### src/rtl/mips_trace_pkg.sv
// mips_trace_pkg: shared constants, record layout and serializer states for the MIPS trace port.
// Contents:
//   TRACE_HDR    - marker byte at the top of every header word
//   TRACE_REC_W  - width of one captured record as stored in the FIFO
//   REC_*        - LSB offsets of each record field
//   state_t      - serializer FSM states
package mips_trace_pkg;

    localparam logic [7:0] TRACE_HDR = 8'hA5;

    // Record layout, LSB first: dest, MemWrite, RegWrite, drops, seq, wb, instr, pc.
    // The two bits above pc are reserved and always written as zero.
    localparam int TRACE_REC_W = 121;
    localparam int REC_DEST    = 0;
    localparam int REC_MW      = 5;
    localparam int REC_RW      = 6;
    localparam int REC_DROPS   = 7;
    localparam int REC_SEQ     = 15;
    localparam int REC_WB      = 23;
    localparam int REC_INSTR   = 55;
    localparam int REC_PC      = 87;
    localparam int REC_RSVD    = 119;

    typedef enum logic [2:0] {IDLE, HDR, PC, INSTR, WB} state_t;

endpackage

### src/rtl/mips_trace_if.sv
// mips_trace_if: word stream from the trace unit to the off-core logger.
// Signals:
//   out_data  - 32-bit frame word
//   out_valid - out_data is valid
//   out_last  - final word of a 4-word frame
//   out_ready - consumer accepts the word when out_valid && out_ready
// Modports: master (trace unit), slave (logger).
interface mips_trace_if;

    logic [31:0] out_data;
    logic        out_valid;
    logic        out_last;
    logic        out_ready;

    modport master (output out_data, out_valid, out_last, input out_ready);
    modport slave  (input out_data, out_valid, out_last, output out_ready);

endinterface

### src/rtl/trace_fifo.sv
// trace_fifo: synchronous show-ahead FIFO holding captured trace records.
// Ports:
//   clk, rst_n - clock, asynchronous active-low reset (empties the FIFO)
//   push, din  - write din when not full
//   pop        - advance the read pointer when not empty
//   dout       - current head record (valid whenever !empty)
//   full       - DEPTH records held; empty - no records held
module trace_fifo #(
    parameter int DEPTH = 4,
    parameter int WIDTH = 121
) (
    input  logic             clk,
    input  logic             rst_n,
    input  logic             push,
    input  logic             pop,
    input  logic [WIDTH-1:0] din,
    output logic [WIDTH-1:0] dout,
    output logic             full,
    output logic             empty
);

    localparam int AW = $clog2(DEPTH);

    logic [WIDTH-1:0] mem [DEPTH];
    logic [AW:0]      wr_ptr;
    logic [AW:0]      rd_ptr;

    // The extra pointer MSB tells a wrapped (full) FIFO from an empty one.
    assign empty = wr_ptr == rd_ptr;
    assign full  = (wr_ptr[AW] != rd_ptr[AW]) && (wr_ptr[AW-1:0] == rd_ptr[AW-1:0]);
    assign dout  = mem[rd_ptr[AW-1:0]];

    always_ff @(posedge clk or negedge rst_n) begin
        if (!rst_n) begin
            wr_ptr <= '0;
            rd_ptr <= '0;
        end else begin
            if (push && !full) wr_ptr <= wr_ptr + (AW+1)'(1);
            if (pop && !empty) rd_ptr <= rd_ptr + (AW+1)'(1);
        end
    end

    always_ff @(posedge clk) begin
        if (push && !full) mem[wr_ptr[AW-1:0]] <= din;
    end

endmodule

### src/rtl/mips_trace_unit.sv
// mips_trace_unit: captures one retiring-instruction record per enabled cycle and streams it as 4-word frames.
// Ports:
//   clk, rst_n          - core clock, asynchronous active-low reset
//   trace_en            - capture enable, sampled each rising edge
//   q_pc, Instruction   - PC and instruction word of the retiring instruction
//   output_mux_4        - write-back data
//   output_mux_1        - destination register
//   RegWrite, MemWrite  - write strobes
//   trace               - mips_trace_if master: out_data/out_valid/out_last/out_ready
//   fifo_full           - FIFO holds DEPTH records
// Frame: W0 header {A5, seq, drops, RegWrite, MemWrite, 0, dest}, W1 pc, W2 instr, W3 wb (out_last).
module mips_trace_unit
    import mips_trace_pkg::*;
#(
    parameter int DEPTH = 4
) (
    input  logic        clk,
    input  logic        rst_n,
    input  logic        trace_en,
    input  logic [31:0] q_pc,
    input  logic [31:0] Instruction,
    input  logic [31:0] output_mux_4,
    input  logic [4:0]  output_mux_1,
    input  logic        RegWrite,
    input  logic        MemWrite,
    mips_trace_if.master trace,
    output logic        fifo_full
);

    logic [7:0]             seq_q;
    logic [7:0]             drops_q;
    logic                   push;
    logic                   pop;
    logic                   empty;
    logic                   accept;
    logic [TRACE_REC_W-1:0] rec;
    logic [TRACE_REC_W-1:0] head;
    logic [TRACE_REC_W-1:0] frame_q;
    logic [31:0]            hdr_word;
    logic                   unused_rsvd;
    state_t                 state_q;
    state_t                 state_d;

    // Fullness is the registered occupancy before this edge, so a same-cycle pop never makes room.
    assign push = trace_en && !fifo_full;
    assign rec  = {2'b00, q_pc, Instruction, output_mux_4, seq_q, drops_q, RegWrite, MemWrite, output_mux_1};

    trace_fifo #(.DEPTH(DEPTH), .WIDTH(TRACE_REC_W)) u_fifo (
        .clk   (clk),
        .rst_n (rst_n),
        .push  (push),
        .pop   (pop),
        .din   (rec),
        .dout  (head),
        .full  (fifo_full),
        .empty (empty)
    );

    // seq numbers every stored record; drops counts records lost since the last stored one.
    always_ff @(posedge clk or negedge rst_n) begin
        if (!rst_n) begin
            seq_q   <= '0;
            drops_q <= '0;
        end else if (trace_en) begin
            if (!fifo_full) begin
                seq_q   <= seq_q + 8'd1;
                drops_q <= '0;
            end else if (drops_q != 8'hFF) begin
                drops_q <= drops_q + 8'd1;
            end
        end
    end

    assign accept = trace.out_valid && trace.out_ready;

    always_comb begin
        state_d = state_q;
        pop     = 1'b0;
        case (state_q)
            IDLE:  if (!empty) begin
                       state_d = HDR;
                       pop     = 1'b1;
                   end
            HDR:   if (accept) state_d = PC;
            PC:    if (accept) state_d = INSTR;
            INSTR: if (accept) state_d = WB;
            WB:    if (accept) begin
                       state_d = empty ? IDLE : HDR;
                       pop     = !empty;
                   end
            default: state_d = IDLE;
        endcase
    end

    always_ff @(posedge clk or negedge rst_n) begin
        if (!rst_n) begin
            state_q <= IDLE;
            frame_q <= '0;
        end else begin
            state_q <= state_d;
            if (pop) frame_q <= head;
        end
    end

    // Outputs decode only registered state, so they hold stable while stalled.
    assign hdr_word = {TRACE_HDR, frame_q[REC_SEQ +: 8], frame_q[REC_DROPS +: 8],
                       frame_q[REC_RW], frame_q[REC_MW], 1'b0, frame_q[REC_DEST +: 5]};
    assign unused_rsvd = ^frame_q[TRACE_REC_W-1:REC_RSVD];

    assign trace.out_valid = state_q != IDLE;
    assign trace.out_last  = state_q == WB;
    assign trace.out_data  = state_q == HDR   ? hdr_word :
                             state_q == PC    ? frame_q[REC_PC +: 32] :
                             state_q == INSTR ? frame_q[REC_INSTR +: 32] :
                             state_q == WB    ? frame_q[REC_WB +: 32] : '0;

endmodule

### src/flat_wrapper.sv
// flat-port wrapper written by rule: the top's interface ports become plain ports
module mips_trace_unit_flat import mips_trace_pkg::*;
#(
    parameter int DEPTH = 4
)
  (clk, rst_n, trace_en, q_pc, Instruction, output_mux_4, output_mux_1, RegWrite, MemWrite, fifo_full, trace_out_data, trace_out_valid, trace_out_last, trace_out_ready);
  mips_trace_if trace_i ();
  input  logic clk;
  input  logic rst_n;
  input  logic trace_en;
  input  logic [31:0] q_pc;
  input  logic [31:0] Instruction;
  input  logic [31:0] output_mux_4;
  input  logic [4:0] output_mux_1;
  input  logic RegWrite;
  input  logic MemWrite;
  output logic fifo_full;
  output wire logic [$bits(trace_i.out_data)-1:0] trace_out_data;
  output wire logic [$bits(trace_i.out_valid)-1:0] trace_out_valid;
  output wire logic [$bits(trace_i.out_last)-1:0] trace_out_last;
  input wire logic [$bits(trace_i.out_ready)-1:0] trace_out_ready;
  assign trace_out_data = trace_i.out_data;
  assign trace_out_valid = trace_i.out_valid;
  assign trace_out_last = trace_i.out_last;
  assign trace_i.out_ready = trace_out_ready;
  mips_trace_unit #(.DEPTH(DEPTH)) u_core (.clk(clk), .rst_n(rst_n), .trace_en(trace_en), .q_pc(q_pc), .Instruction(Instruction), .output_mux_4(output_mux_4), .output_mux_1(output_mux_1), .RegWrite(RegWrite), .MemWrite(MemWrite), .trace(trace_i), .fifo_full(fifo_full));
endmodule
### config.mk
export PLATFORM = sky130hd
export DESIGN_NAME = mips_trace_unit_flat
export DESIGN_NICKNAME = d
export VERILOG_FILES = /design/src/rtl/mips_trace_pkg.sv /design/src/rtl/mips_trace_if.sv /design/src/rtl/trace_fifo.sv /design/src/rtl/mips_trace_unit.sv /design/src/flat_wrapper.sv
export SDC_FILE = /design/constraint.sdc
export NUM_CORES = 1
export LEC_CHECK = 0
export CAP_MARGIN = 10
export CORE_AREA = 2 2 221 223
export DETAILED_ROUTE_END_ITERATION = 6
export DIE_AREA = 0 0 223 225
export MAX_ROUTING_LAYER = met4
export PLACE_DENSITY = 0.76
export SETUP_SLACK_MARGIN = 0.4
export SLEW_MARGIN = 20
export SYNTH_ARGS = -nofsm -noshare
export SYNTH_HDL_FRONTEND = slang
export SYNTH_SLANG_ARGS = --single-unit
### constraint.sdc
create_clock -name clk -period 5.8 [get_ports clk]
set_input_delay 1.74 -clock clk [delete_from_list [all_inputs] [get_ports clk]]
set_output_delay 1.74 -clock clk [all_outputs]
set_load 0.01 [all_outputs]
Word-level counts from Yosys, hierarchy flattened
Memory sizes are Yosys's and may differ from the RTL's. A register that Yosys moved wholly into a read port is not among the register bits.
Index checks and enable logic that the tools add are counted.
{"block": "word_totals", "mem_bits_rw": 476, "n_memories": 1, "word_cells": 56, "latchBits": 0, "ff_bits": 25, "mem_bits_ro": 0, "in_bits": 107}
{"name": "u_core.u_fifo.mem", "depth": 4, "width": 119, "read_ports": 1, "rd_ports_with_merged_regs": 1, "write_ports": 1, "line": "trace_fifo.sv:24", "text": "logic [WIDTH-1:0] mem [DEPTH];"}
{"block": "op_classes", "div": 0, "addsub": 4, "n_mul": 0, "order_cmp": 0, "reduce_logical": 13, "n_shift": 0, "n_mux": 18, "eq_ne": 14, "bitwise_logic": 1}
{"op": "32-bit two-way mux", "count": 4}
{"op": "8-bit by 1-bit adder with 8-bit output (second input constant)", "count": 2}
{"op": "8-bit two-way mux", "count": 2}
{"op": "3-bit two-way mux", "count": 5}
{"op": "3-bit one-hot mux with 5 select lines", "count": 1}
{"op": "2-bit by 1-bit != test with 1-bit output (second input constant)", "count": 4}
{"op": "8-bit != test (second input constant)", "count": 1}
{"op": "3-bit by 1-bit adder with 3-bit output (second input constant)", "count": 2}
{"op": "3-bit by 2-bit == test with 1-bit output (second input constant)", "count": 2}
{"op": "1-bit logical AND", "count": 5}
{"op": "1-bit two-way mux", "count": 5}
{"op": "5-bit AND reduction", "count": 1}
{"op": "2-bit != test (second input constant)", "count": 2}
{"op": "2-bit AND reduction", "count": 2}
{"op": "3-bit by 1-bit == test with 1-bit output (second input constant)", "count": 1}
{"op": "3-bit == test", "count": 1}
{"op": "3-bit == test (second input constant)", "count": 1}
{"op": "1-bit logical NOT", "count": 3}
{"op": "3-bit logical NOT", "count": 1}
{"op": "3-bit nonzero test", "count": 1}
{"op": "2-bit == test", "count": 1}
{"op": "1-bit one-hot mux with 2 select lines", "count": 1}
{"op": "1-bit != test", "count": 1}
{"op": "1-bit NOT", "count": 1}

Longest topological paths before layout
Gate-level depths: netlist of the first run.
{"block": "depth", "word_depth": 7, "ltp_mapped": 7, "mapped_depth_nobuf": 5}

Hierarchy
Synthesis of the first run repeated with hierarchy kept, for this count alone.
{"block": "unflattened", "hier_cells": 1219, "hier_area_um2": 24519.8}
{"module": "trace_fifo", "cells_per_inst": 681, "area_per_inst_um2": 17927.2, "instances": 1}
{"module": "mips_trace_unit", "cells_per_inst": 538, "area_per_inst_um2": 6592.6, "instances": 1}

Least setup slack after synthesis of the first run
Ideal clock, no wire load.
{"block": "synth_path", "path_type": "input port to flip-flop", "from": "input port trace_en", "to": "memory u_core.u_fifo.mem[0][0] (netlist name) (enable)", "arrival_time_ns": 5.351, "n_path_buf": 2, "setup_time_ns": 0.493, "t_required_ns": 5.307, "setup_slack_ns": -0.044, "stages": 5, "path_cell_list": "clkbuf_1 > inv_1 > a31oi_1 > buf_2 > and2_1"}
{"block": "synth_via", "elab_chain_cells": 4}
{"item": "start, declared", "line": "flat_wrapper.sv:10", "text": "input logic trace_en;"}
{"item": "1-bit logical AND", "line": "mips_trace_unit.sv:45", "text": "assign push = trace_en && !fifo_full;"}
{"item": "1-bit logical AND", "line": "trace_fifo.sv:44", "text": "if (push && !full) mem[wr_ptr[AW-1:0]] <= din;"}
{"item": "1-bit two-way mux", "line": "trace_fifo.sv:44"}
{"item": "1-bit two-way mux (implied by the code)", "line": "trace_fifo.sv:44"}
{"item": "end, declared", "line": "trace_fifo.sv:24"}
No other way between the ends.

Worst setup path in the final report of the first run
{"block": "layout_path", "from": "register u_core.state_q[0]", "to": "output port trace_out_data[1]"}
{"block": "layout_via", "elab_chain_cells": 5, "word_cells_on_any_way": 8}
{"item": "start, declared", "line": "mips_trace_unit.sv:41", "text": "state_t state_q;"}
{"item": "start signal, assigned", "line": "mips_trace_unit.sv:100", "text": "state_q <= state_d;"}
{"item": "3-bit == test", "line": "mips_trace_unit.sv:115", "text": "state_q == WB ? frame_q[REC_WB +: 32] : '0;"}
{"item": "32-bit two-way mux", "line": "mips_trace_unit.sv:115"}
{"item": "32-bit two-way mux", "line": "mips_trace_unit.sv:114", "text": "state_q == INSTR ? frame_q[REC_INSTR +: 32] :"}
{"item": "32-bit two-way mux", "line": "mips_trace_unit.sv:113", "text": "state_q == PC ? frame_q[REC_PC +: 32] :"}
{"item": "32-bit two-way mux (*)", "line": "mips_trace_unit.sv:112", "text": "assign trace.out_data = state_q == HDR ? hdr_word :"}
{"item": "end, declared", "line": "flat_wrapper.sv:18", "text": "output wire logic [$bits(trace_i.out_data)-1:0] trace_out_data;"}
Mark *: on every way between the ends. The rest lies on a longest branch, timed or not.

==> key figures, run 1 <==
Floorplan
  – Initial Utilization: 50.9%
  – Core area: 47500 µm²
  – Standard-cell rows: 80
  – IO Count: 142
  – Overall die height: 225 µm
  – DIE WIDTH: 223 µm
  – Die area: 50200 µm²

Synth
  – Distinct cell type count of the synthesized netlist: 44
  – Library cell with the largest summed area after synthesis: sky130_fd_sc_hd__edfxtp_1
  – Synth warnings: 0
  – Share of the synthesized area in the top cell type: 59.0%
  – Share of flip-flops with an asynchronous set or reset after synthesis: 23.2%
  – Most used flip-flop cell after synthesis: sky130_fd_sc_hd__edfxtp_1
  – Ranking of synthesized cells by instance count: 476 x sky130_fd_sc_hd__edfxtp_1, 144 x sky130_fd_sc_hd__dfrtp_1, 119 x sky130_fd_sc_hd__mux4_2, 90 x sky130_fd_sc_hd__mux2_4, 34 x sky130_fd_sc_hd__a21oi_1
  – Number of instances in the synthesized netlist: 1174
  – Sequential element share of the synthesized area: 73.9%
  – Post-synth EDFFs: ~480
  – Net Count, Synth: 1288
  – Most area-consuming cells after synthesis: sky130_fd_sc_hd__edfxtp_1 59%, sky130_fd_sc_hd__dfrtp_1 15%, sky130_fd_sc_hd__mux4_2 11%
  – Post-synthesis cell area: ~24000 µm²
  – Cell with the most instances after synthesis: sky130_fd_sc_hd__edfxtp_1
  – Average cell area after synthesis: 20.6 µm²
  – Register bit total from synthesis: 620

Timing
  – Final cycle utilization of the critical path: 90.1%
  – Accumulated negative setup slack: 0 ns
  – Worst slew margin relative to its limit: between 20% and 30%
  – Final worst setup slack: 0.572 ns
  – Number of pins with negative max-slew slack in the final report: 0
  – Max Fclk: 0.191 GHz
  – Final setup violating endpoints: 0
  – Setup repair after global routing missed its margin: no
  – Clock tree skew after final layout: 0.0274 ns
  – Shortest clock period the worst path allows after layout: 5.23 ns
  – Min Hold Slack: about 0.51 ns
  – Final Hold Fails: 0
  – Slew of the pin with the lowest slew margin: 1.08 ns

Worst setup path
  – Crit-path max cell delay: 1.06 ns
  – Worst Reg2Reg Path Length in Cells: 5
  – Largest delay contributor family on the critical path: flip-flops
  – Critical path class: flop to primary output
  – Arrival @ worst endpoint: 3.49 ns
  – CP Capture Type: primary output
  – Critical path launch point type: flop
  – R2r startpoint: u_core.u_fifo.rd_ptr[1]$_DFFE_PN0P_
  – Number of buffers and inverters on the critical path: 1
  – Capturing point of the worst reg2reg path: u_core.u_fifo.mem[0][81]$_DFFE_PP_
  – Required time at the worst-slack endpoint: about 4 ns
  – Worst R2R Setup Slack: 2.75 ns
  – Cell chain of the critical path: or2_2 -> o22ai_1 -> nor2_1 -> clkdlybuf4s50_1
  – Critical Path Fanout Max: 29
  – Highest-delay cell along the critical path: sky130_fd_sc_hd__dfrtp_1

CTS
  – Clock latency on the worst-skew pair: 0.63 ns
  – Number of buffers created by CTS: a little over 60
  – CTS tree: done
  – Htree depth: 2
  – Sink count of the clock tree: 620
  – Deepest clock path buffer count: 3
  – Clock-pin slew of the registers on the worst-case setup and hold paths: ~0.060 ns
  – Clock root cell: sky130_fd_sc_hd__clkbuf_16
  – CTS hold repair buffers: 0

Route
  – Via total after detailed routing: 11700
  – Antenna violation net count after detailed routing: 0
  – Top layer in use: met4
  – Count of unresolved DRC violations after routing: 0
  – WL per Instance: 25.7 µm
  – Final Routed Wirelength: approximately 51000 µm
  – First-pass iteration count of the detailed router: 7
  – DR WL met3: 3840 µm
  – Routed length on met2: roughly 25000 µm
  – Number of violations reported at the end of detailed-routing iteration 0: 1193
  – WL met1: 21800 µm
  – Mean number of vias per cell: 5.87

Hold path
  – Worst hold path cell count: 1
  – Worst Hold Endpoint: u_core.frame_q[58]$_DFFE_PN0P_
  – Path type of the worst min-delay path: flop to flop
  – Hold Crit Start: u_core.frame_q[58]$_DFFE_PN0P_

Power and ir drop
  – Comb pwr share: 33.3%
  – Total power divided by cell area: 583 nW/µm²
  – Maximum vdd ir drop: 0.448 mV
  – Share of total power consumed by net switching: 30.4%
  – Sequential cell fraction of total power: between 40% and 50%
  – Leakage Power: just over 10 nW
  – Net switching power figure: 5.05 mW
  – Part of the power in the clock network: 24.6%
  – Total power: 16.6 mW
  – Internal power consumption: between 10 and 15 mW

Layout
  – Post-route non-filler standard cell count: 2002
  – Area overhead of the layout relative to synthesis: 17.7%
  – Share of final-layout standard cells stronger than drive strength 1: 27.7%
  – Number of nets in the final layout: 1447
  – Area of all placed cells without fillers: between 20000 and 30000 µm²
  – Final core utilization: 60.0%

GRT
  – Final global-route overflow total: 0
  – Global router's overall resource usage: 21.6%
  – Initial antenna violation count: 2
  – Global-route wire length before repair: 77700 µm
  – Pin count of the biggest net entering global routing: 123
  – Vias in the first global route: 12100

Flow run
  – Max-cap viol count: 0

Placement
  – Placed Instance Area: ~26000 µm²
  – Number of input and output port buffers inserted: ~140
  – Gpl congestion: 0.900
  – DP HPWL: roughly 32000 µm
  – Number of cells after detailed placement: 1884
  – Minimum setup slack after placement: roughly 1.2 ns

Status
  – Status: complete, no violations
power groups by stage:
stage	registers (mW)	logic, mW	clock network (mW)
after CTS	6.98	5.60	4.17
after global routing	7.09	5.90	4.35
after floorplan	6.60	4.09	0
after detailed placement	7.05	5.56	0
after global placement	7.00	5.49	0
final	6.99	5.53	4.09
kinds of logic (layout without fill, tap and decap cells):
logic type | Yosys count | after routing | share of synthesized area [%]
xor+xnor | 20 | 20 | 0.786
simple gates | 106 | 106 | 2.18
flops | 620 | 620 | 73.9
fa+ha+maj | 7 | 7 | 0.362
mux | 245 | 245 | 18.3
compound gates | 103 | 103 | 2.86
other cells | 0 | 1 | 0
buf+inv | 73 | 285 | 1.59
state kept, by name, summed over array words and instances (netlist names):
register / flops
u_core.u_fifo.rd_ptr: 3
u_core.drops_q: 8
u_core.u_fifo.mem: 476
u_core.u_fifo.wr_ptr: 3
u_core.frame_q: 119
u_core.state_q: 3
u_core.seq_q: 8
cell type report:
| class | instances | area (µm²) |
|---|---|---|
| Fill cell | 3262 | 19000 |
| Tap cell | 615 | 769 |
| Timing Repair Buffer | 162 | 1720 |
| Sequential cell | 620 | 17900 |
| Antenna cell | 1 | 2.50 |
| Inverter | 7 | 26.3 |
| Clock buffer | 78 | 1700 |
| Clock inverter | 38 | 430 |
| Multi-Input combinational cell | 481 | 5950 |
per-layer routing:
layer	track usage (%)	vias to the layer above
met1	30.2	6170
met3	4.25	84
met4	5.65	0
li1	-	5034
met5	-	-
met2	33.2	457
layout by cell type (no fill, tap or decap), types with 10 or more instances in the layout:
| master | n |
|---|---|
| sky130_fd_sc_hd__edfxtp_1 | 476 |
| sky130_fd_sc_hd__dfrtp_1 | 141 |
| sky130_fd_sc_hd__clkdlybuf4s50_1 | 140 |
| sky130_fd_sc_hd__mux4_2 | 119 |
| sky130_fd_sc_hd__mux2_4 | 90 |
| sky130_fd_sc_hd__clkbuf_16 | 62 |
| sky130_fd_sc_hd__a21oi_1 | 34 |
| sky130_fd_sc_hd__nor2_1 | 33 |
| sky130_fd_sc_hd__mux2_2 | 31 |
| sky130_fd_sc_hd__nand2b_1 | 24 |
| sky130_fd_sc_hd__a2bb2oi_1 | 23 |
| sky130_fd_sc_hd__o22ai_1 | 23 |
| sky130_fd_sc_hd__nand2_1 | 22 |
| sky130_fd_sc_hd__clkinv_2 | 19 |
| sky130_fd_sc_hd__buf_12 | 10 |
| sky130_fd_sc_hd__buf_4 | 10 |
worst max path at each step:
| stage | start | slack [ns] | endpoint | cells past startpoint |
|---|---|---|---|---|
| final | u_core.state_q[0]$_DFFE_PN0P_ | 0.57 | trace_out_data[1] | 4 |
| after global routing | u_core.state_q[0]$_DFFE_PN0P_ | 0.44 | trace_out_data[1] | 4 |
| after CTS | u_core.state_q[1]$_DFFE_PN0P_ | 0.54 | trace_out_data[0] | 6 |
| after detailed placement | u_core.state_q[1]$_DFFE_PN0P_ | 1.20 | trace_out_data[0] | 6 |
| after global placement | u_core.state_q[1]$_DFFE_PN0P_ | 1.33 | trace_out_data[0] | 6 |
| after floorplan | trace_en | 1.29 | u_core.u_fifo.mem[0][0]$_DFFE_PP_ | 5 |
what timing repair did:
item	4_1_cts	5_1_grt
endpoints found under the setup margin	0	2
buffers inserted	0	0
gates resized for setup	0	1
Power figures use the tool's default switching activity.
==> inputs of run 2 (changes only) <==
- clock period: 5.8 -> 5.23 ns (I/O delays scaled with it)
==> key figures, run 2 (synthesis results as in run 1) <==
Worst setup path
  – Critical path launch point type: flop
  – Arrival @ worst endpoint: 3.05 ns (-0.44 ns)
  – CP Capture Type: primary output
  – Critical path class: flop to primary output
  – Required time at the worst-slack endpoint: 3.66 ns (-0.40 ns)
  – R2r startpoint: u_core.u_fifo.rd_ptr[1]$_DFFE_PN0P_
  – Endpoint of the most critical setup path: trace_out_data[0]
  – Critical Path Fanout Max: 28 (-3.4%)
  – Worst R2R Setup Slack: 2.26 ns (-0.49 ns)
  – Worst Reg2Reg Path Length in Cells: 5 (unchanged)
  – Startpoint of the worst setup timing path: u_core.state_q[2]$_DFFE_PN0P_
  – Capturing point of the worst reg2reg path: u_core.u_fifo.mem[0][84]$_DFFE_PP_

GRT
  – Pin count of the biggest net entering global routing: 123 (unchanged)
  – Global-route wire length before repair: 76700 µm (-1.3%)
  – Initial antenna violation count: 3 (+1)
  – Final global-route overflow total: 0 (unchanged)
  – Global router's overall resource usage: 21.3% (-0.34 points)
  – Vias in the first global route: 11900 (-2.1%)

CTS
  – Sink count of the clock tree: 620 (unchanged)
  – CTS tree: done
  – Clock latency on the worst-skew pair: 0.61 ns (-0.02 ns)
  – Deepest clock path buffer count: 3 (unchanged)
  – CTS hold repair buffers: 0 (unchanged)
  – Clock root cell: sky130_fd_sc_hd__clkbuf_16
  – Htree depth: 2 (unchanged)
  – Clock-pin slew of the registers on the worst-case setup and hold paths: 0.06 ns (about the same)
  – Number of buffers created by CTS: 59 (-3.3%)

Layout
  – Highest-count cells in the layout ignoring fill and taps: 476 x sky130_fd_sc_hd__edfxtp_1, 140 x sky130_fd_sc_hd__clkdlybuf4s50_1, 140 x sky130_fd_sc_hd__dfrtp_1
  – Share of final-layout standard cells stronger than drive strength 1: 26.3% (-1.4 points)
  – Sequential cell area: 17900 µm² (about the same)
  – Most frequent standard cell in the layout excluding fill and tap cells: sky130_fd_sc_hd__edfxtp_1
  – Fillers: 3320 (+1.8%)
  – Post-route non-filler standard cell count: 2006 (+0.20%)
  – Area overhead of the layout relative to synthesis: 16.8%
  – Multi-input gate area in the final layout: 5960 µm² (about the same)
  – Number of nets in the final layout: 1453 (+0.41%)
  – Area of all placed cells without fillers: 28300 µm² (-0.76%)
  – Final core utilization: 59.5% (-0.46 points)
  – Max FFs per register: 476 (unchanged)

Timing
  – Worst slew margin relative to its limit: 46.9% (+19 points)
  – Setup repair after global routing missed its margin: no
  – Accumulated negative setup slack: 0 ns (unchanged)
  – Max Fclk: 0.216 GHz
  – Clock tree skew after final layout: 0.0207 ns (-0.00666 ns)
  – Slew of the pin with the lowest slew margin: 0.796 ns (-0.283 ns)
  – Final cycle utilization of the critical path: 88.3%
  – Number of pins with negative max-slew slack in the final report: 0 (unchanged)
  – Shortest clock period the worst path allows after layout: 4.62 ns
  – Final setup violating endpoints: 0 (unchanged)
  – Final Hold Fails: 0 (unchanged)

Status
  – Status: complete, no violations

Floorplan
  – Core area: 47500 µm² (unchanged)
  – DIE WIDTH: 223 µm (unchanged)
  – Overall die height: 225 µm (unchanged)
  – Standard-cell rows: 80 (unchanged)
  – Initial Utilization: 50.9% (unchanged)
  – IO Count: 142 (unchanged)
  – Die area: 50200 µm² (unchanged)

Route
  – Number of violations reported at the end of detailed-routing iteration 0: 1259 (+5.5%)
  – Routed length on met2: 24200 µm (-1.5%)
  – Via total after detailed routing: 11600 (-0.85%)
  – WL per Instance: 25.2 µm (-1.7%)
  – Antenna violation net count after detailed routing: 0 (unchanged)
  – Final Routed Wirelength: 50600 µm (-1.5%)
  – First-pass iteration count of the detailed router: 5 (-2)
  – DR WL met3: 2780 µm (-28%)
  – Mean number of vias per cell: 5.81 (-1.0%)
  – WL met1: 22600 µm (+3.5%)
  – Top layer in use: met4
  – Count of unresolved DRC violations after routing: 0 (unchanged)

Placement
  – DP HPWL: 31800 µm (-0.14%)
  – Placed Instance Area: 26400 µm² (+0.17%)
  – Gpl congestion: 0.880 (-2.1%)
  – Number of cells after detailed placement: 1890 (+0.32%)
  – Number of input and output port buffers inserted: 141 (unchanged)

Power and ir drop
  – Share of total power consumed by net switching: 30.5% (+0.16 points)
  – Maximum vdd ir drop: 0.453 mV (+1.2%)
  – Internal power consumption: 12.5 mW (+8.1%)
  – Part of the power in the clock network: 22.7% (-1.9 points)
  – Sequential cell fraction of total power: 42.8% (+0.7 points)
  – Comb pwr share: 34.5% (+1.2 points)
  – Net switching power figure: 5.50 mW (+8.9%)
  – Total power divided by cell area: 636 nW/µm² (+9.2%)
  – Leakage Power: 10.1 nW (-1.1%)

Hold path
  – Path type of the worst min-delay path: flop to flop

Flow run
  – Max-cap viol count: 0 (unchanged)
==> run 2: cell count changes in the layout (fill, tap and decap cells not counted), moves of 2 or more <==
cell                         previous run  this run
sky130_fd_sc_hd__buf_4                 10        18
sky130_fd_sc_hd__clkinv_1               3         9
sky130_fd_sc_hd__clkbuf_8               9         5
sky130_fd_sc_hd__clkbuf_1               7        23
sky130_fd_sc_hd__clkbuf_16             62        59
sky130_fd_sc_hd__diode_2                1         3
sky130_fd_sc_hd__bufinv_16              8         4
sky130_fd_sc_hd__clkinvlp_4             4         0
sky130_fd_sc_hd__clkinv_2              19         7
==> run 2: worst min-delay path by stage <==
stage                                                from                              end  slack [ns]  cells past startpoint
after global placement    u_core.frame_q[114]$_DFFE_PN0P_  u_core.frame_q[114]$_DFFE_PN0P_        0.50                      1
after CTS                  u_core.frame_q[34]$_DFFE_PN0P_   u_core.frame_q[34]$_DFFE_PN0P_        0.51                      1
after detailed placement   u_core.frame_q[61]$_DFFE_PN0P_   u_core.frame_q[61]$_DFFE_PN0P_        0.50                      1
after floorplan            u_core.frame_q[55]$_DFFE_PN0P_   u_core.frame_q[55]$_DFFE_PN0P_        0.47                      1
after global routing       u_core.frame_q[20]$_DFFE_PN0P_   u_core.frame_q[20]$_DFFE_PN0P_        0.52                      1
final                      u_core.frame_q[12]$_DFFE_PN0P_   u_core.frame_q[12]$_DFFE_PN0P_        0.52                      1
==> run 2: layout make-up <==
type	count	share of cell area (%)
Antenna cell	3	0.0265
Clock buffer	87	5.77
Clock inverter	23	0.752
Inverter	7	0.0929
Multi-Input combinational cell	481	21.1
Sequential cell	620	63.3
Tap cell	615	2.72
Timing Repair Buffer	170	6.28
==> run 2: layer usage <==
metal  vias up  global-route usage, %
li1       5041                      -
met1      6169                   30.2
met2       354                   32.4
met3        81                   4.11
met4         0                   5.20
met5         -                      -
==> run 2: stage by stage <==
| step | setup WS [ns] | hold WS [ns] | total power [mW] |
|---|---|---|---|
| after floorplan | 0.889 | 0.472 | 11.8 |
| after global placement | 1.04 | 0.496 | 13.9 |
| after detailed placement | 1.00 | 0.496 | 14.0 |
| after CTS | 0.438 | 0.512 | 18.1 |
| after global routing | 0.438 | 0.522 | 18.8 |
| final | 0.610 | 0.515 | 18.0 |
==> run 2: timing repair <==
item | 4_1_cts | 5_1_grt
cloned | 0 | 0
buffers inserted | 2 | 0
endpoints found under the setup margin | 4 | 6
gates resized for setup | 0 | 4
pin swaps | 1 | 0
==> run 2: worst max-delay path, cell delays in order, from the launching register on <==
cell and delay, ns:
sky130_fd_sc_hd__dfrtp_1 0.51, sky130_fd_sc_hd__buf_4 0.39, sky130_fd_sc_hd__or3b_4 0.43, sky130_fd_sc_hd__o22ai_1 0.14
sky130_fd_sc_hd__nor2_1 0.35, sky130_fd_sc_hd__clkdlybuf4s50_1 0.63
==> run 2: power groups by stage <==
stage	Combinational [mW]	Sequential (mW)	Clock, mW
finish	6.20	7.71	4.08
global route	6.61	7.80	4.36
CTS	6.28	7.68	4.15
detailed placement	6.24	7.77	0
global placement	6.14	7.72	0
floorplan	4.53	7.32	0
==> inputs of run 3 (changes only) <==
- CTS_CLUSTER_SIZE: not set -> 8
- GPL_ROUTABILITY_DRIVEN: not set -> 0
- PLACE_DENSITY: 0.76 -> 0.67
==> key figures, run 3 (synthesis results as in run 1) <==
Worst setup path
  – Arrival @ worst endpoint: 3.20 ns (+0.15 ns)
  – Worst R2R Setup Slack: 2.31 ns (+0.05 ns)
  – CP Capture Type: primary output
  – Critical path launch point type: flop
  – Critical path class: flop to primary output
  – Required time at the worst-slack endpoint: 3.66 ns (about the same)
  – Critical Path Fanout Max: 23 (-18%)

CTS
  – Htree depth: 3 (+1)
  – Clock latency on the worst-skew pair: 0.61 ns (about the same)
  – Deepest clock path buffer count: 3 (unchanged)
  – CTS hold repair buffers: 0 (unchanged)
  – Sink count of the clock tree: 620 (unchanged)
  – Clock root cell: sky130_fd_sc_hd__clkbuf_16
  – Number of buffers created by CTS: 87 (+47%)
  – Clock-pin slew of the registers on the worst-case setup and hold paths: 0.05 ns (about the same)
  – CTS tree: done

Layout
  – Highest-count cells in the layout ignoring fill and taps: 476 x sky130_fd_sc_hd__edfxtp_1, 141 x sky130_fd_sc_hd__dfrtp_1, 140 x sky130_fd_sc_hd__clkdlybuf4s50_1
  – Multi-input gate area in the final layout: 5970 µm² (+0.23%)
  – Max FFs per register: 476 (unchanged)
  – Share of final-layout standard cells stronger than drive strength 1: 26.8% (+0.53 points)
  – Most frequent standard cell in the layout excluding fill and tap cells: sky130_fd_sc_hd__edfxtp_1
  – Sequential cell area: 17900 µm² (about the same)
  – Area overhead of the layout relative to synthesis: 19.8%
  – Fillers: 3376 (+1.7%)
  – Number of nets in the final layout: 1483 (+2.1%)

Timing
  – Min Hold Slack: 0.502 ns (-0.0129 ns)
  – Final setup violating endpoints: 0 (unchanged)
  – Shortest clock period the worst path allows after layout: 4.77 ns (+0.152 ns)
  – Number of pins with negative max-slew slack in the final report: 0 (unchanged)
  – Max Fclk: 0.210 GHz (-3.2%)
  – Slew of the pin with the lowest slew margin: 0.862 ns (+0.0657 ns)
  – Setup repair after global routing missed its margin: yes
  – Final Hold Fails: 0 (unchanged)
  – Accumulated negative setup slack: 0 ns (unchanged)
  – Final cycle utilization of the critical path: 91.2% (+2.9 points)
  – Clock tree skew after final layout: 0.0169 ns (-0.00387 ns)
  – Worst slew margin relative to its limit: 42.6% (-4.4 points)

GRT
  – Global router's overall resource usage: 21.9% (+0.63 points)
  – Initial antenna violation count: 5 (+2)
  – Final global-route overflow total: 0 (unchanged)
  – Pin count of the biggest net entering global routing: 86 (-30%)
  – Vias in the first global route: 12400 (+4.2%)
  – Global-route wire length before repair: 78500 µm (+2.4%)

Placement
  – DP HPWL: 31000 µm (-2.7%)
  – Number of input and output port buffers inserted: 141 (unchanged)

Route
  – Number of violations reported at the end of detailed-routing iteration 0: 999 (-21%)
  – First-pass iteration count of the detailed router: 5 (unchanged)
  – Mean number of vias per cell: 5.69 (-1.9%)
  – WL per Instance: 25.0 µm (-0.87%)
  – Antenna violation net count after detailed routing: 0 (unchanged)
  – Via total after detailed routing: 11700 (+0.63%)
  – Final Routed Wirelength: 51500 µm (+1.7%)
  – Count of unresolved DRC violations after routing: 0 (unchanged)

Floorplan
  – IO Count: 142 (unchanged)
  – Standard-cell rows: 80 (unchanged)
  – Initial Utilization: 50.9% (unchanged)
  – DIE WIDTH: 223 µm (unchanged)
  – Die area: 50200 µm² (unchanged)
  – Core area: 47500 µm² (unchanged)
  – Overall die height: 225 µm (unchanged)

Power and ir drop
  – Leakage Power: 10.4 nW (+3.2%)
  – Total power divided by cell area: 658 nW/µm² (+3.4%)
  – Maximum vdd ir drop: 0.440 mV (-2.9%)

Hold path
  – Path type of the worst min-delay path: flop to flop

Flow run
  – Max-cap viol count: 0 (unchanged)

Status
  – Status: complete, no violations
## run 3: changes by cell type in the layout (fill, tap and decap cells not counted), moves of 4 or more
cell,before,now
sky130_fd_sc_hd__bufinv_16,4,0
sky130_fd_sc_hd__clkinv_2,7,1
sky130_fd_sc_hd__clkbuf_1,23,64
sky130_fd_sc_hd__clkinv_1,9,0
sky130_fd_sc_hd__clkbuf_16,59,91
sky130_fd_sc_hd__clkbuf_8,5,0
## run 3: power breakdown
part | leakage, nW | internal [mW] | switching [mW]
clock | 1.21 | 3.22 | 1.97
sequential | 6.10 | 6.87 | 0.731
combinational | 3.08 | 3.30 | 3.01
## run 3: through the flow
step,power (mW),util [%],area [µm²],std cells,setup slack (ns)
after floorplan,11.8,-,24200,1174,0.889
after CTS,19.3,61.0,29000,2054,0.423
final,19.1,61.0,29000,2058,0.458
after global routing,20.0,61.0,29000,2058,0.384
after global placement,13.9,55.6,26400,1895,1.03
after detailed placement,14.1,55.6,26400,1895,1.04
## run 3: layout make-up
class | instances | area share (%)
multi-input combinational | 481 | 20.6
timing repair buffer | 172 | 6.14
antenna | 4 | 0.0345
tap | 615 | 2.65
sequential | 620 | 61.7
clock buffer | 155 | 8.68
clock inverter | 4 | 0.108
inverter | 7 | 0.0906
## run 3: repair_timing
action                                  4_1_cts  5_1_grt
buffers inserted                              0        0
endpoints found under the setup margin        0        5
resized for setup                             0        4
## run 3: worst max-delay path: stages (launching register included)
cell and delay (ns):
sky130_fd_sc_hd__dfrtp_1 0.54, sky130_fd_sc_hd__nand2b_1 0.28, sky130_fd_sc_hd__or2_2 0.61, sky130_fd_sc_hd__o22ai_1 0.51, sky130_fd_sc_hd__nor2_1 0.13, sky130_fd_sc_hd__clkdlybuf4s50_1 0.51
## run 3: worst paths after layout
path | depth (start not counted) | end | from
max | 5 | trace_out_data[3] | u_core.state_q[1]$_DFFE_PN0P_
min | 1 | u_core.frame_q[11]$_DFFE_PN0P_ | u_core.frame_q[11]$_DFFE_PN0P_
max reg2reg | 5 | u_core.u_fifo.mem[2][13]$_DFFE_PP_ | u_core.u_fifo.rd_ptr[1]$_DFFE_PN0P_
min reg2reg | 1 | u_core.frame_q[11]$_DFFE_PN0P_ | u_core.frame_q[11]$_DFFE_PN0P_
max in group asynchronous | 2 | u_core.state_q[0]$_DFFE_PN0P_ | rst_n
min in group asynchronous | 1 | u_core.frame_q[24]$_DFFE_PN0P_ | rst_n
## run 3: layer usage
layer	part of all wire, %	vias to the layer above	wire (µm)	GRT usage (%)
li1	-	5118	-	-
met1	44	6143	22700	30.2
met2	48	376	24600	33.6
met3	6.0	81	3070	4.82
met4	2.1	0	1100	6.06
met5	0	-	0	-
